`config.mk`:
```
export PLATFORM = sky130hd
export DESIGN_NAME = infer_ctrl
export DESIGN_NICKNAME = d
export VERILOG_FILES = /design/src/rtl/infer_ctrl.sv
export SDC_FILE = /design/constraint.sdc
export NUM_CORES = 1
export LEC_CHECK = 0
export BUFFER_PORTS_ARGS = -buffer_cell sky130_fd_sc_hd__buf_2
export CORE_MARGIN = 2
export CORE_UTILIZATION = 49
export CTS_BUF_LIST = sky130_fd_sc_hd__clkbuf_16
export CTS_CLUSTER_SIZE = 24
export DETAILED_ROUTE_END_ITERATION = 16
export HOLD_SLACK_MARGIN = 0.03
export PLACE_DENSITY_LB_ADDON = 0.08
export SETUP_SLACK_MARGIN = 0.1
export SLEW_MARGIN = 10
export SYNTH_ARGS = -nofsm -noshare
export SYNTH_HDL_FRONTEND = slang
export SYNTH_SLANG_ARGS = --single-unit
```
`constraint.sdc`:
```
create_clock -name clk -period 1.8 [get_ports clk]
set_input_delay 0.09 -clock clk [delete_from_list [all_inputs] [get_ports clk]]
set_output_delay 0.09 -clock clk [all_outputs]
set_load 0.01 [all_outputs]
```
`src/rtl/infer_ctrl.sv`:
```
// rtl/infer_ctrl.sv - classify-request sequencer for the fix8 ReLU inference engine
//
// Pulses engine reset then start, waits for engine done, scans NUM_CLASSES
// scores through eng_out_idx and returns the signed argmax (ties keep the
// lowest index) on a valid/ready result handshake.
//
// Ports:
//   clk                   rising-edge clock
//   rst                   asynchronous active-low reset
//   req_valid, req_ready  classify request handshake (ready only when idle)
//   eng_reset, eng_start  one-cycle pulses to the engine
//   eng_done              engine done level
//   eng_out_idx, eng_out  score select to the engine and the selected score
//   res_valid, res_ready  result handshake
//   res_class, res_score  argmax index and its signed score
//   busy                  high in every state except idle
//   err_timeout           sticky WAIT watchdog flag
//
// Optional feature macro: INFER_TIMEOUT_EN enables the WAIT watchdog
// (TIMEOUT_CYCLES). Without it WAIT waits indefinitely and err_timeout is 0.

module infer_ctrl #(
  parameter int DATA_WIDTH     = 8,
  parameter int NUM_CLASSES    = 10,
  parameter int IDX_WIDTH      = 4,
  parameter int TIMEOUT_CYCLES = 65535
) (
  input  logic                  clk,
  input  logic                  rst,
  input  logic                  req_valid,
  output logic                  req_ready,
  output logic                  eng_reset,
  output logic                  eng_start,
  input  logic                  eng_done,
  output logic [IDX_WIDTH-1:0]  eng_out_idx,
  input  logic [DATA_WIDTH-1:0] eng_out,
  output logic                  res_valid,
  input  logic                  res_ready,
  output logic [IDX_WIDTH-1:0]  res_class,
  output logic [DATA_WIDTH-1:0] res_score,
  output logic                  busy,
  output logic                  err_timeout
);

  if (NUM_CLASSES < 1 || NUM_CLASSES > (1 << IDX_WIDTH)) begin : g_bad_classes
    $error("infer_ctrl: NUM_CLASSES does not fit in IDX_WIDTH");
  end
  if (TIMEOUT_CYCLES < 1) begin : g_bad_timeout
    $error("infer_ctrl: TIMEOUT_CYCLES must be at least 1");
  end

  localparam logic [IDX_WIDTH-1:0]  LAST_IDX  = IDX_WIDTH'(NUM_CLASSES - 1);
  localparam logic [DATA_WIDTH-1:0] SCORE_MIN = {1'b1, {(DATA_WIDTH-1){1'b0}}};

  typedef enum logic [2:0] {
    S_IDLE, S_CLR, S_START, S_WAIT, S_SCAN, S_RESULT
  } state_t;

  state_t state, state_nxt;

  logic [DATA_WIDTH-1:0] best_score, best_score_nxt;
  logic [IDX_WIDTH-1:0]  best_idx, best_idx_nxt;
  logic [IDX_WIDTH-1:0]  idx_nxt;
  logic                  eng_reset_nxt, eng_start_nxt;
  logic                  res_valid_nxt, err_nxt;
  logic [IDX_WIDTH-1:0]  res_class_nxt;
  logic [DATA_WIDTH-1:0] res_score_nxt;

  // Running argmax candidate including the score currently on eng_out.
  // Strictly-greater keeps the earlier index on ties.
  logic                  take;
  logic [DATA_WIDTH-1:0] cand_score;
  logic [IDX_WIDTH-1:0]  cand_idx;
  logic                  scan_last;
  logic                  timeout_hit;

  assign take       = $signed(eng_out) > $signed(best_score);
  assign cand_score = take ? eng_out : best_score;
  assign cand_idx   = take ? eng_out_idx : best_idx;
  assign scan_last  = (state == S_SCAN) && (eng_out_idx == LAST_IDX);

`ifdef INFER_TIMEOUT_EN
  localparam int CNT_W = $clog2(TIMEOUT_CYCLES + 1);

  logic [CNT_W-1:0] wait_cnt;

  // Counts WAIT cycles; fires on the TIMEOUT_CYCLES-th WAIT cycle without done.
  assign timeout_hit = (state == S_WAIT) && !eng_done &&
                       (wait_cnt == CNT_W'(TIMEOUT_CYCLES - 1));

  always_ff @(posedge clk or negedge rst) begin
    if (!rst) begin
      wait_cnt <= '0;
    end else if (state == S_WAIT) begin
      wait_cnt <= wait_cnt + 1'b1;
    end else begin
      wait_cnt <= '0;
    end
  end
`else
  assign timeout_hit = 1'b0;
`endif

  // State register
  always_ff @(posedge clk or negedge rst) begin
    if (!rst) begin
      state <= S_IDLE;
    end else begin
      state <= state_nxt;
    end
  end

  // Next-state logic
  always_comb begin
    state_nxt = state;
    case (state)
      S_IDLE:   if (req_valid) state_nxt = S_CLR;
      S_CLR:    state_nxt = S_START;
      S_START:  state_nxt = S_WAIT;
      S_WAIT: begin
        if (eng_done) begin
          state_nxt = S_SCAN;
        end else if (timeout_hit) begin
          state_nxt = S_RESULT;
        end
      end
      S_SCAN:   if (scan_last) state_nxt = S_RESULT;
      S_RESULT: if (res_ready) state_nxt = S_IDLE;
      default:  state_nxt = S_IDLE;
    endcase
  end

  // Output logic: next values for the registered outputs and scan datapath.
  // The pulses are decoded from the next state so they are high exactly
  // while the FSM sits in CLR / START.
  always_comb begin
    eng_reset_nxt  = (state_nxt == S_CLR);
    eng_start_nxt  = (state_nxt == S_START);
    idx_nxt        = eng_out_idx;
    best_score_nxt = best_score;
    best_idx_nxt   = best_idx;
    res_valid_nxt  = res_valid;
    res_class_nxt  = res_class;
    res_score_nxt  = res_score;
    err_nxt        = err_timeout;
    case (state)
      S_IDLE: begin
        if (req_valid) err_nxt = 1'b0;
      end
      S_WAIT: begin
        if (eng_done) begin
          idx_nxt        = '0;
          best_score_nxt = SCORE_MIN;
          best_idx_nxt   = '0;
        end else if (timeout_hit) begin
          err_nxt       = 1'b1;
          res_valid_nxt = 1'b1;
          res_class_nxt = '0;
          res_score_nxt = '0;
        end
      end
      S_SCAN: begin
        best_score_nxt = cand_score;
        best_idx_nxt   = cand_idx;
        if (scan_last) begin
          idx_nxt       = '0;
          res_valid_nxt = 1'b1;
          res_class_nxt = cand_idx;
          res_score_nxt = cand_score;
        end else begin
          idx_nxt = eng_out_idx + 1'b1;
        end
      end
      S_RESULT: begin
        if (res_ready) res_valid_nxt = 1'b0;
      end
      default: ;
    endcase
  end

  always_ff @(posedge clk or negedge rst) begin
    if (!rst) begin
      eng_reset   <= 1'b0;
      eng_start   <= 1'b0;
      eng_out_idx <= '0;
      best_score  <= '0;
      best_idx    <= '0;
      res_valid   <= 1'b0;
      res_class   <= '0;
      res_score   <= '0;
      err_timeout <= 1'b0;
    end else begin
      eng_reset   <= eng_reset_nxt;
      eng_start   <= eng_start_nxt;
      eng_out_idx <= idx_nxt;
      best_score  <= best_score_nxt;
      best_idx    <= best_idx_nxt;
      res_valid   <= res_valid_nxt;
      res_class   <= res_class_nxt;
      res_score   <= res_score_nxt;
      err_timeout <= err_nxt;
    end
  end

  assign req_ready = (state == S_IDLE);
  assign busy      = (state != S_IDLE);

endmodule

```
==> results.tsv, run 1 <==
stage	metric	value	unit
outcome	status	finished with violations	
outcome	failing checks	setup timing	
logic_synthesis	Yosys cell types	43	
clocking	CTS tree	done	
timing	Final Skew	0.00410	ns
worst_setup_path	worst flop-to-flop path startpoint	best_score[6]	
timing	Tmin final	2.12	ns
flow_run	Max-Cap Viols	0	
worst_setup_path	Critical Path End	res_score[7]	
global_route	Overflow after GRT	0	
logic_synthesis	ys async rst share	1.00	
power_and_ir_drop	pwr dens	1550	nW/µm²
floorplan	Core Footprint	3360	µm²
final_layout	share of cells above drive strength 1	0.453	
logic_synthesis	Yosys reg bits	34	
timing	Worst Setup Slack, final	-0.324	ns
worst_setup_path	crit-path cells	inv_2, ha_4, nand4_1, a211oi_2, buf_4, nor3_4, or3_4, o221a_1	
worst_setup_path	crit path launch	best_score[6]	
logic_synthesis	EDFF count, synth	0	
clocking	clock tree buffer depth	2	
drt	drt drc	0	
timing	unrepaired setup endpoints after global routing	yes	
logic_synthesis	dominant synthesized flop cell	dfrtp_1	
worst_setup_path	reg-to-reg endpoint	res_score[7]	
worst_setup_path	critical path class	flop to flop	
logic_synthesis	syn_nets	182	
worst_setup_path	Bufs and invs on worst path	2	
drt	Vias per Instance	5.38	
floorplan	Die Area	4010	µm²
logic_synthesis	Post-Synthesis Cells	159	
global_route	largest net degree at the start of global routing	35	
power_and_ir_drop	Final Total Pwr	3.88	mW
logic_synthesis	yosys warns	0	
worst_setup_path	crit-path max FO	5	
placed_design	Port Buffers	33	
logic_synthesis	Area contributors post-synth	dfrtp_1, ha_1, o221a_1	
power_and_ir_drop	P_leak	1.26	nW
global_route	initial antenna violation count	0	
logic_synthesis	Synth Cell Area	1730	µm²
clocking	Sink Count	34	
final_layout	most frequent cells in the layout	dfrtp_1, buf_4, buf_2	
final_layout	# diodes	0	
drt	Routed WL per cell	15.7	µm
worst_setup_path	FF-to-FF setup slack	-0.32	ns
drt	first drt pass iteration count	4	
worst_setup_path	WP data required	1.95	ns
floorplan	# IOs	35	
timing	final setup fails	24	
worst_setup_path	R2R cell count	8	
clocking	total CTS buffers	5	
clocking	Worst-path clk slew	0.05	ns
timing	Worst-Margin Slew	0.750	ns
logic_synthesis	Avg Cell Area, Syn	10.9	µm²
placed_design	RD Place Congestion	0.785	
floorplan	Row Count	21	
worst_setup_path	crit start category	flop	
placed_design	Cell Area, Placed	2120	µm²
drt	number of routed nets with antenna violations	0	
global_route	first-pass GRT wire length	7.35	mm
worst_setup_path	delay-heaviest family, CP	simple AND/OR/NAND/NOR gates	
drt	Post-Route WL	4.41	mm
worst_setup_path	Crit path depth	8	
floorplan	Die X	63.3	µm
floorplan	Die H	63.3	µm
clocking	clock tree root buffer cell	clkbuf_16	
timing	Fmax achieved	471	MHz
clocking	Worst-Skew Late Latency	0.28	ns
final_layout	Final Cell Area	2510	µm²
global_route	GRT Resource Usage Total	0.239	
power_and_ir_drop	VDD IR-drop max	0.00107	V
global_route	vias in the first global route	1552	
timing	Worst slew margin	0.500	
drt	Vias	1507	
clocking	H-tree Lvls	2	
timing	crit share post-route	1.18	
timing	Slew Viols, Final	0	
logic_synthesis	Synth top area share	0.493	
hold_path	worst hold path class	primary input to flop	
logic_synthesis	sequential cell area fraction in the yosys report	0.493	
timing	final hold vios	0	
drt	starting DRC count in detailed routing	82	
worst_setup_path	Setup crit end kind	flop	
worst_setup_path	crit path DAT	2.28	ns
worst_setup_path	CP max-delay cell	dfrtp_1	
final_layout	area grow syn2layout	45.4	%
logic_synthesis	Yosys top cell by area	dfrtp_1	
worst_setup_path	delay of the slowest critical-path stage	0.39	ns
final_layout	fin nets	256	
placed_design	detailed placement HPWL	2.75	mm
floorplan	initial core utilization	0.513	
[cell families after synthesis]
| family | after synthesis | share of synthesized area |
|---|---|---|
| adder cells (fa/ha/maj) | 10 | 0.0725 |
| AND/OR/NAND/NOR | 50 | 0.166 |
| other | 1 | 0.00217 |
| buffers and inverters | 21 | 0.0580 |
| flip-flops | 34 | 0.493 |
| XOR/XNOR | 1 | 0.00508 |
| AO/OA/AOI/OAI | 42 | 0.203 |
[timing repair]
item	4_1_cts	5_1_grt
hold buffers	1	0
gates resized for setup	21	7
endpoints found under the hold margin	34	0
cloned	1	0
buffers inserted	7	5
pin swaps	19	8
endpoints found under the setup margin	24	24
[worst min path at each step]
| stage | start | to | slack (ns) | cells after the start |
|---|---|---|---|---|
| after floorplan | rst | best_idx[0] | -0.21 | 0 |
| after global placement | rst | res_score[4] | 0.18 | 1 |
| after detailed placement | rst | best_score[4] | 0.20 | 1 |
| after CTS | req_valid | eng_reset | 0.04 | 2 |
| after global routing | req_valid | eng_reset | 0.04 | 2 |
| final | req_valid | eng_reset | 0.04 | 2 |
[cell usage after synthesis, types with 2 or more instances]
library cell   n
nand4_1        2
ha_1          10
a21oi_1        4
nor3_1         2
a22o_1        11
nor2_1         7
nand2b_1       8
nor3b_1        3
nand3_1        2
o221a_1       10
buf_2          2
dfrtp_1       34
nor2b_1        2
or2b_1         3
buf_6          2
nand2_1       11
inv_1         15
o21ai_0        6
[flip-flops by register name (all words and copies together) (netlist names)]
signal,flops
res_class,4
eng_reset,1
eng_start,1
best_score,8
eng_out_idx,4
res_valid,1
state,3
best_idx,4
res_score,8
[worst reg2reg max path: cells and delay by family (launching register included)]
family                     cells  cell delay [ns]
adders and majority gates      1             0.27
AOI/OAI and AO/OA              2             0.52
buffers and inverters          2             0.24
and+or+nand+nor                3             0.59
DFF                            1             0.39
[report_power, final]
| part | switching, mW | total (mW) | leakage (nW) | internal (mW) |
|---|---|---|---|---|
| sequential | 0.134 | 1.14 | 0.449 | 1.00 |
| combinational | 0.918 | 1.94 | 0.740 | 1.02 |
| clock | 0.304 | 0.803 | 0.0724 | 0.499 |
| total | 1.36 | 3.88 | 1.26 | 2.52 |
[area by class of cell]
type | count | area [µm²]
Inverter | 15 | 56.3
Timing Repair Buffer | 72 | 475
Multi-Input combinational cell | 105 | 931
Fill cell | 261 | 855
Tap cell | 46 | 57.6
Sequential cell | 34 | 851
Clock buffer | 5 | 125
Clock inverter | 3 | 12.5
[metrics by stage]
stage	instances	util	setup slack, ns	hold slack [ns]	setup TNS (ns)
2_1_floorplan	159	-	-0.0984	-0.206	-1.24
3_3_place_gp	260	0.632	-0.125	0.184	-2.20
3_5_place_dp	260	0.632	-0.270	0.200	-4.64
4_1_cts	276	0.725	-0.236	0.0358	-4.00
5_1_grt	280	0.746	-0.370	0.0413	-7.26
6_report	280	0.746	-0.324	0.0358	-5.66
[metal layers]
metal | track usage | routed length [µm] | vias up
li1 | - | - | 717
met1 | 0.291 | 1840 | 740
met2 | 0.425 | 2330 | 42
met3 | 0.0536 | 175 | 8
met4 | 0.0652 | 65 | 0
met5 | 0 | 0 | -
Power figures use the tool's default switching activity.
==> run 2: changes to the inputs <==
--- a/config.mk
+++ b/config.mk
@@ -13,7 +13,7 @@
 export DETAILED_ROUTE_END_ITERATION = 16
 export HOLD_SLACK_MARGIN = 0.03
 export PLACE_DENSITY_LB_ADDON = 0.08
-export SETUP_SLACK_MARGIN = 0.1
+export SETUP_SLACK_MARGIN = 0.2
 export SLEW_MARGIN = 10
 export SYNTH_ARGS = -nofsm -noshare
 export SYNTH_HDL_FRONTEND = slang
==> run 2 against run 1 <==
  * The run still ends with setup timing left
  * Worst setup slack better by 0.062 ns
  * Sequential cell count unchanged
  * Cell count down 1.4%
  * Critical path depth unchanged
  * Register-to-register slack better by 0.06 ns
  * Count of clock-buffer cells in the layout unchanged
  * Sequential share of layout area up 0.85 points
  * Total power down 3.8%
  * Critical endpoint is now res_score[6]
==> results.tsv, run 2 (synthesis gave the netlist of run 1 again) <==
stage	metric	value	unit
clocking	Sink Count	34	
final_layout	final instance count without filler cells	276	
power_and_ir_drop	pwr dens	1520	nW/µm²
placed_design	placed insts	262	
worst_setup_path	crit start category	flop	
placed_design	Cell Area, Placed	2150	µm²
timing	Slew Viols, Final	0	
power_and_ir_drop	VDD IR-drop max	0.000990	V
final_layout	Final Cell Area	2450	µm²
global_route	first-pass GRT wire length	7.04	mm
timing	Worst Setup Slack, final	-0.262	ns
final_layout	most frequent cells in the layout	dfrtp_1, buf_2, buf_4	
timing	Final Skew	0.00497	ns
worst_setup_path	crit-path max FO	5	
final_layout	area grow syn2layout	41.8	%
drt	first drt pass iteration count	4	
timing	Worst Hold Slack	0.0467	ns
clocking	total CTS buffers	5	
global_route	vias in the first global route	1458	
floorplan	# IOs	35	
timing	final hold vios	0	
worst_setup_path	WP data required	1.96	ns
timing	final setup fails	23	
outcome	status	finished with violations	
final_layout	share of cells above drive strength 1	0.430	
drt	number of routed nets with antenna violations	0	
placed_design	RD Place Congestion	0.755	
clocking	clock tree buffer depth	2	
floorplan	Die X	63.3	µm
timing	Worst slew margin	0.497	
placed_design	Port Buffers	33	
global_route	GRT Resource Usage Total	0.230	
floorplan	Row Count	21	
drt	starting DRC count in detailed routing	78	
placed_design	detailed placement HPWL	2.85	mm
drt	drt drc	0	
global_route	Overflow after GRT	0	
global_route	largest net degree at the start of global routing	35	
timing	unrepaired setup endpoints after global routing	yes	
clocking	H-tree Lvls	2	
final_layout	fin nets	254	
hold_path	worst hold path class	primary input to flop	
drt	Routed WL per cell	15.4	µm
worst_setup_path	critical path class	flop to flop	
timing	Fmax achieved	485	MHz
final_layout	# diodes	0	
drt	Vias per Instance	5.37	
drt	Post-Route WL	4.26	mm
floorplan	Core Footprint	3360	µm²
clocking	Worst-path clk slew	0.05	ns
flow_run	Max-Cap Viols	0	
timing	Final TNS setup	-5.34	ns
floorplan	Die Area	4010	µm²
clocking	CTS tree	done	
floorplan	Die H	63.3	µm
final_layout	most common cell after layout, fill and taps aside	dfrtp_1	
clocking	Worst-Skew Late Latency	0.28	ns
timing	Tmin final	2.06	ns
floorplan	initial core utilization	0.513	
clocking	clock tree root buffer cell	clkbuf_16	
worst_setup_path	Setup crit end kind	flop	
outcome	failing checks	setup timing	
final_layout	Regs by FF count	best_score: 8 flops, res_score: 8 flops	
power_and_ir_drop	P_leak	1.23	nW
timing	crit share post-route	1.15	
drt	Vias	1483	
global_route	initial antenna violation count	0	
worst_setup_path	crit path DAT	2.22	ns
placed_design	Place WS	-0.240	ns
timing	Worst-Margin Slew	0.754	ns
run 2: cell types whose count changed in the layout (fill, tap and decap cells not counted), sizes merged:
cell,previous run,this run
buf,71,68
inv,16,15
clkinv,2,1
dlygate4sd3,1,2
run 2: worst paths after layout:
check	start	endpoint	slack (ns)	cells past startpoint
setup / recovery	best_score[7]	res_score[6]	-0.26	8
hold / removal	res_ready	res_valid	0.05	2
setup reg to reg	best_score[7]	res_score[6]	-0.26	8
hold reg to reg	res_class[3]	res_class[3]	0.51	2
max in group asynchronous	rst	eng_out_idx[1]	0.90	2
min in group asynchronous	rst	best_score[2]	0.42	2
run 2: through the flow:
step | util | total power [mW]
floorplan | - | 2.01
global placement | 0.640 | 2.59
detailed placement | 0.640 | 2.65
CTS | 0.719 | 3.65
global route | 0.728 | 3.97
finish | 0.728 | 3.73
run 2: power by group:
group          switching (mW)  internal (mW)  total, mW
Sequential              0.138           1.01       1.14
Clock                   0.286          0.491      0.777
Combinational           0.862          0.949       1.81
run 2: area by class of cell:
type,count,area [µm²]
sequential,34,851
clock buffer,5,125
clock inverter,1,3.75
multi-input combinational,105,887
tap,46,57.6
inverter,15,56.3
fill,267,916
timing repair buffer,70,467
run 2: timing repair:
| action | in CTS | in global routing |
|---|---|---|
| hold buffers | 2 | 0 |
| endpoints found under the setup margin | 24 | 25 |
| pin swaps | 6 | 13 |
| buffers inserted | 4 | 1 |
| endpoints found under the hold margin | 35 | 0 |
| resized for setup | 15 | 6 |
| cloned | 1 | 0 |
run 2: critical path, cell delays in order (launching register included):
cell	delay, ns
dfrtp_1	0.37
inv_2	0.06
ha_4	0.27
nand4_1	0.16
buf_4	0.21
o22ai_4	0.13
nor3_2	0.10
or3_4	0.38
o221a_1	0.25
run 2: per-layer routing:
layer	up-vias	wire length, µm	global-route usage
li1	710	-	-
met1	731	1770	0.278
met3	7	164	0.0589
met4	0	60	0.0788
met5	-	0	0
met2	35	2260	0.396
==> run 3: changes to the inputs <==
--- a/config.mk
+++ b/config.mk
@@ -9,9 +9,11 @@
 export CORE_MARGIN = 2
 export CORE_UTILIZATION = 49
 export CTS_BUF_LIST = sky130_fd_sc_hd__clkbuf_16
+export CTS_CLUSTER_DIAMETER = 40
 export CTS_CLUSTER_SIZE = 24
 export DETAILED_ROUTE_END_ITERATION = 16
 export HOLD_SLACK_MARGIN = 0.03
+export MAX_ROUTING_LAYER = met4
 export PLACE_DENSITY_LB_ADDON = 0.08
 export SETUP_SLACK_MARGIN = 0.2
 export SLEW_MARGIN = 10
==> run 3 against run 2 <==
  * The run still ends with setup timing left
  * Clock power about the same
  * First-iteration DRC count rose by 3.8%
  * Die area unchanged
  * Critical path type unchanged
  * Critical endpoint unchanged
==> results.tsv, run 3 (synthesis gave the netlist of run 1 again) <==
stage	metric	value	unit
timing	Worst Hold Slack	0.0465	ns
placed_design	Cell Area, Placed	2150	µm²
power_and_ir_drop	VDD IR-drop max	0.000990	V
global_route	Overflow after GRT	0	
final_layout	Multi-input gate area	887	µm²
worst_setup_path	Setup crit end kind	flop	
timing	final setup fails	23	
timing	Worst-Margin Slew	0.751	ns
clocking	Sink Count	34	
timing	Slew Viols, Final	0	
timing	Fmax achieved	485	MHz
timing	Worst Setup Slack, final	-0.261	ns
worst_setup_path	crit-path cells	inv_2, ha_4, nand4_1, buf_4, o22ai_4, nor3_2, or3_4, o221a_1	
floorplan	Die X	63.3	µm
outcome	status	finished with violations	
hold_path	worst hold path class	primary input to flop	
clocking	total CTS buffers	5	
final_layout	Final Cell Area	2450	µm²
power_and_ir_drop	Final Total Pwr	3.73	mW
drt	Post-Route WL	4.24	mm
floorplan	Die H	63.3	µm
drt	first drt pass iteration count	4	
drt	Routed WL per cell	15.4	µm
drt	Vias	1475	
timing	crit share post-route	1.14	
drt	met2 wire len	2.27	mm
timing	unrepaired setup endpoints after global routing	yes	
drt	met1 WL	1.76	mm
drt	starting DRC count in detailed routing	81	
drt	drt drc	0	
drt	Vias per Instance	5.34	
worst_setup_path	crit path DAT	2.22	ns
power_and_ir_drop	P_leak	1.23	nW
timing	Final Skew	0.00493	ns
final_layout	most frequent cells in the layout	dfrtp_1, buf_2, buf_4	
drt	metal3 WL	161	µm
final_layout	number of fill cells	267	
timing	Worst slew margin	0.499	
placed_design	Port Buffers	33	
placed_design	RD Place Congestion	0.765	
worst_setup_path	CP max-delay cell	or3_4	
final_layout	share of cells above drive strength 1	0.430	
clocking	CTS tree	done	
floorplan	Row Count	21	
global_route	initial antenna violation count	0	
power_and_ir_drop	pwr dens	1520	nW/µm²
clocking	clock tree buffer depth	2	
floorplan	# IOs	35	
worst_setup_path	critical path class	flop to flop	
final_layout	area grow syn2layout	41.8	%
final_layout	# diodes	0	
floorplan	Core Footprint	3360	µm²
floorplan	Die Area	4010	µm²
global_route	vias in the first global route	1457	
outcome	failing checks	setup timing	
global_route	largest net degree at the start of global routing	35	
timing	final hold vios	0	
worst_setup_path	crit-path max FO	5	
final_layout	sequential cell area	851	µm²
worst_setup_path	WP data required	1.96	ns
clocking	Worst-Skew Late Latency	0.28	ns
placed_design	detailed placement HPWL	2.85	mm
drt	DR top layer	met4	
global_route	first-pass GRT wire length	7.04	mm
drt	number of routed nets with antenna violations	0	
floorplan	initial core utilization	0.513	
clocking	Worst-path clk slew	0.05	ns
final_layout	fin nets	254	
worst_setup_path	delay of the slowest critical-path stage	0.38	ns
global_route	GRT Resource Usage Total	0.236	
clocking	H-tree Lvls	2	
final_layout	most common cell after layout, fill and taps aside	dfrtp_1	
flow_run	Max-Cap Viols	0	
final_layout	Regs by FF count	best_score: 8 flops, res_score: 8 flops	
timing	Tmin final	2.06	ns
worst_setup_path	crit start category	flop	
clocking	clock tree root buffer cell	clkbuf_16	
-- run 3: critical path, delay by kind of cell, from the launching register on --
family | cells | cell delay [ns]
buffers and inverters | 2 | 0.27
AO/OA/AOI/OAI | 2 | 0.38
AND/OR/NAND/NOR | 3 | 0.64
adder cells (fa/ha/maj) | 1 | 0.27
flip-flops | 1 | 0.37
-- run 3: layer usage --
| metal | global-route usage | up-vias |
|---|---|---|
| li1 | - | 709 |
| met5 | - | - |
| met1 | 0.278 | 727 |
| met4 | 0.0788 | 0 |
| met3 | 0.0589 | 6 |
| met2 | 0.396 | 33 |
-- run 3: worst paths after layout --
check | start | to | slack [ns] | cells after the start
worst max-delay path | best_score[7] | res_score[6] | -0.26 | 8
min in group asynchronous | rst | best_score[2] | 0.42 | 2
worst min register to register | res_class[3] | res_class[3] | 0.51 | 2
worst max register to register | best_score[7] | res_score[6] | -0.26 | 8
worst min-delay path | res_ready | res_valid | 0.05 | 2
max in group asynchronous | rst | eng_out_idx[1] | 0.90 | 2
-- run 3: timing repair --
item / in CTS / in global routing
cloned: 1 / 0
hold buffers: 2 / 0
buffers inserted: 4 / 1
resized for setup: 15 / 6
hold endpoints to repair: 35 / 0
endpoints found under the setup margin: 24 / 25
pin swaps: 6 / 13
-- run 3: power breakdown --
part / leakage (nW) / switching [mW] / internal, mW / total (mW)
registers: 0.449 / 0.138 / 1.01 / 1.14
clock network: 0.0632 / 0.286 / 0.491 / 0.777
logic: 0.718 / 0.860 / 0.949 / 1.81
-- run 3: through the flow --
step | cells | worst slack [ns] | setup TNS [ns] | util
finish | 276 | -0.261 | -5.31 | 0.728
global placement | 262 | -0.159 | -2.67 | 0.640
global route | 276 | -0.335 | -7.13 | 0.728
CTS | 275 | -0.209 | -3.95 | 0.719
detailed placement | 262 | -0.240 | -4.33 | 0.640
floorplan | 159 | -0.0984 | -1.04 | -
-- run 3: final cells by class --
| class | instances | area share |
|---|---|---|
| Multi-Input combinational cell | 105 | 0.362 |
| Clock inverter | 1 | 0.00153 |
| Clock buffer | 5 | 0.0511 |
| Inverter | 15 | 0.0230 |
| Timing Repair Buffer | 70 | 0.191 |
| Tap cell | 46 | 0.0235 |
| Sequential cell | 34 | 0.348 |
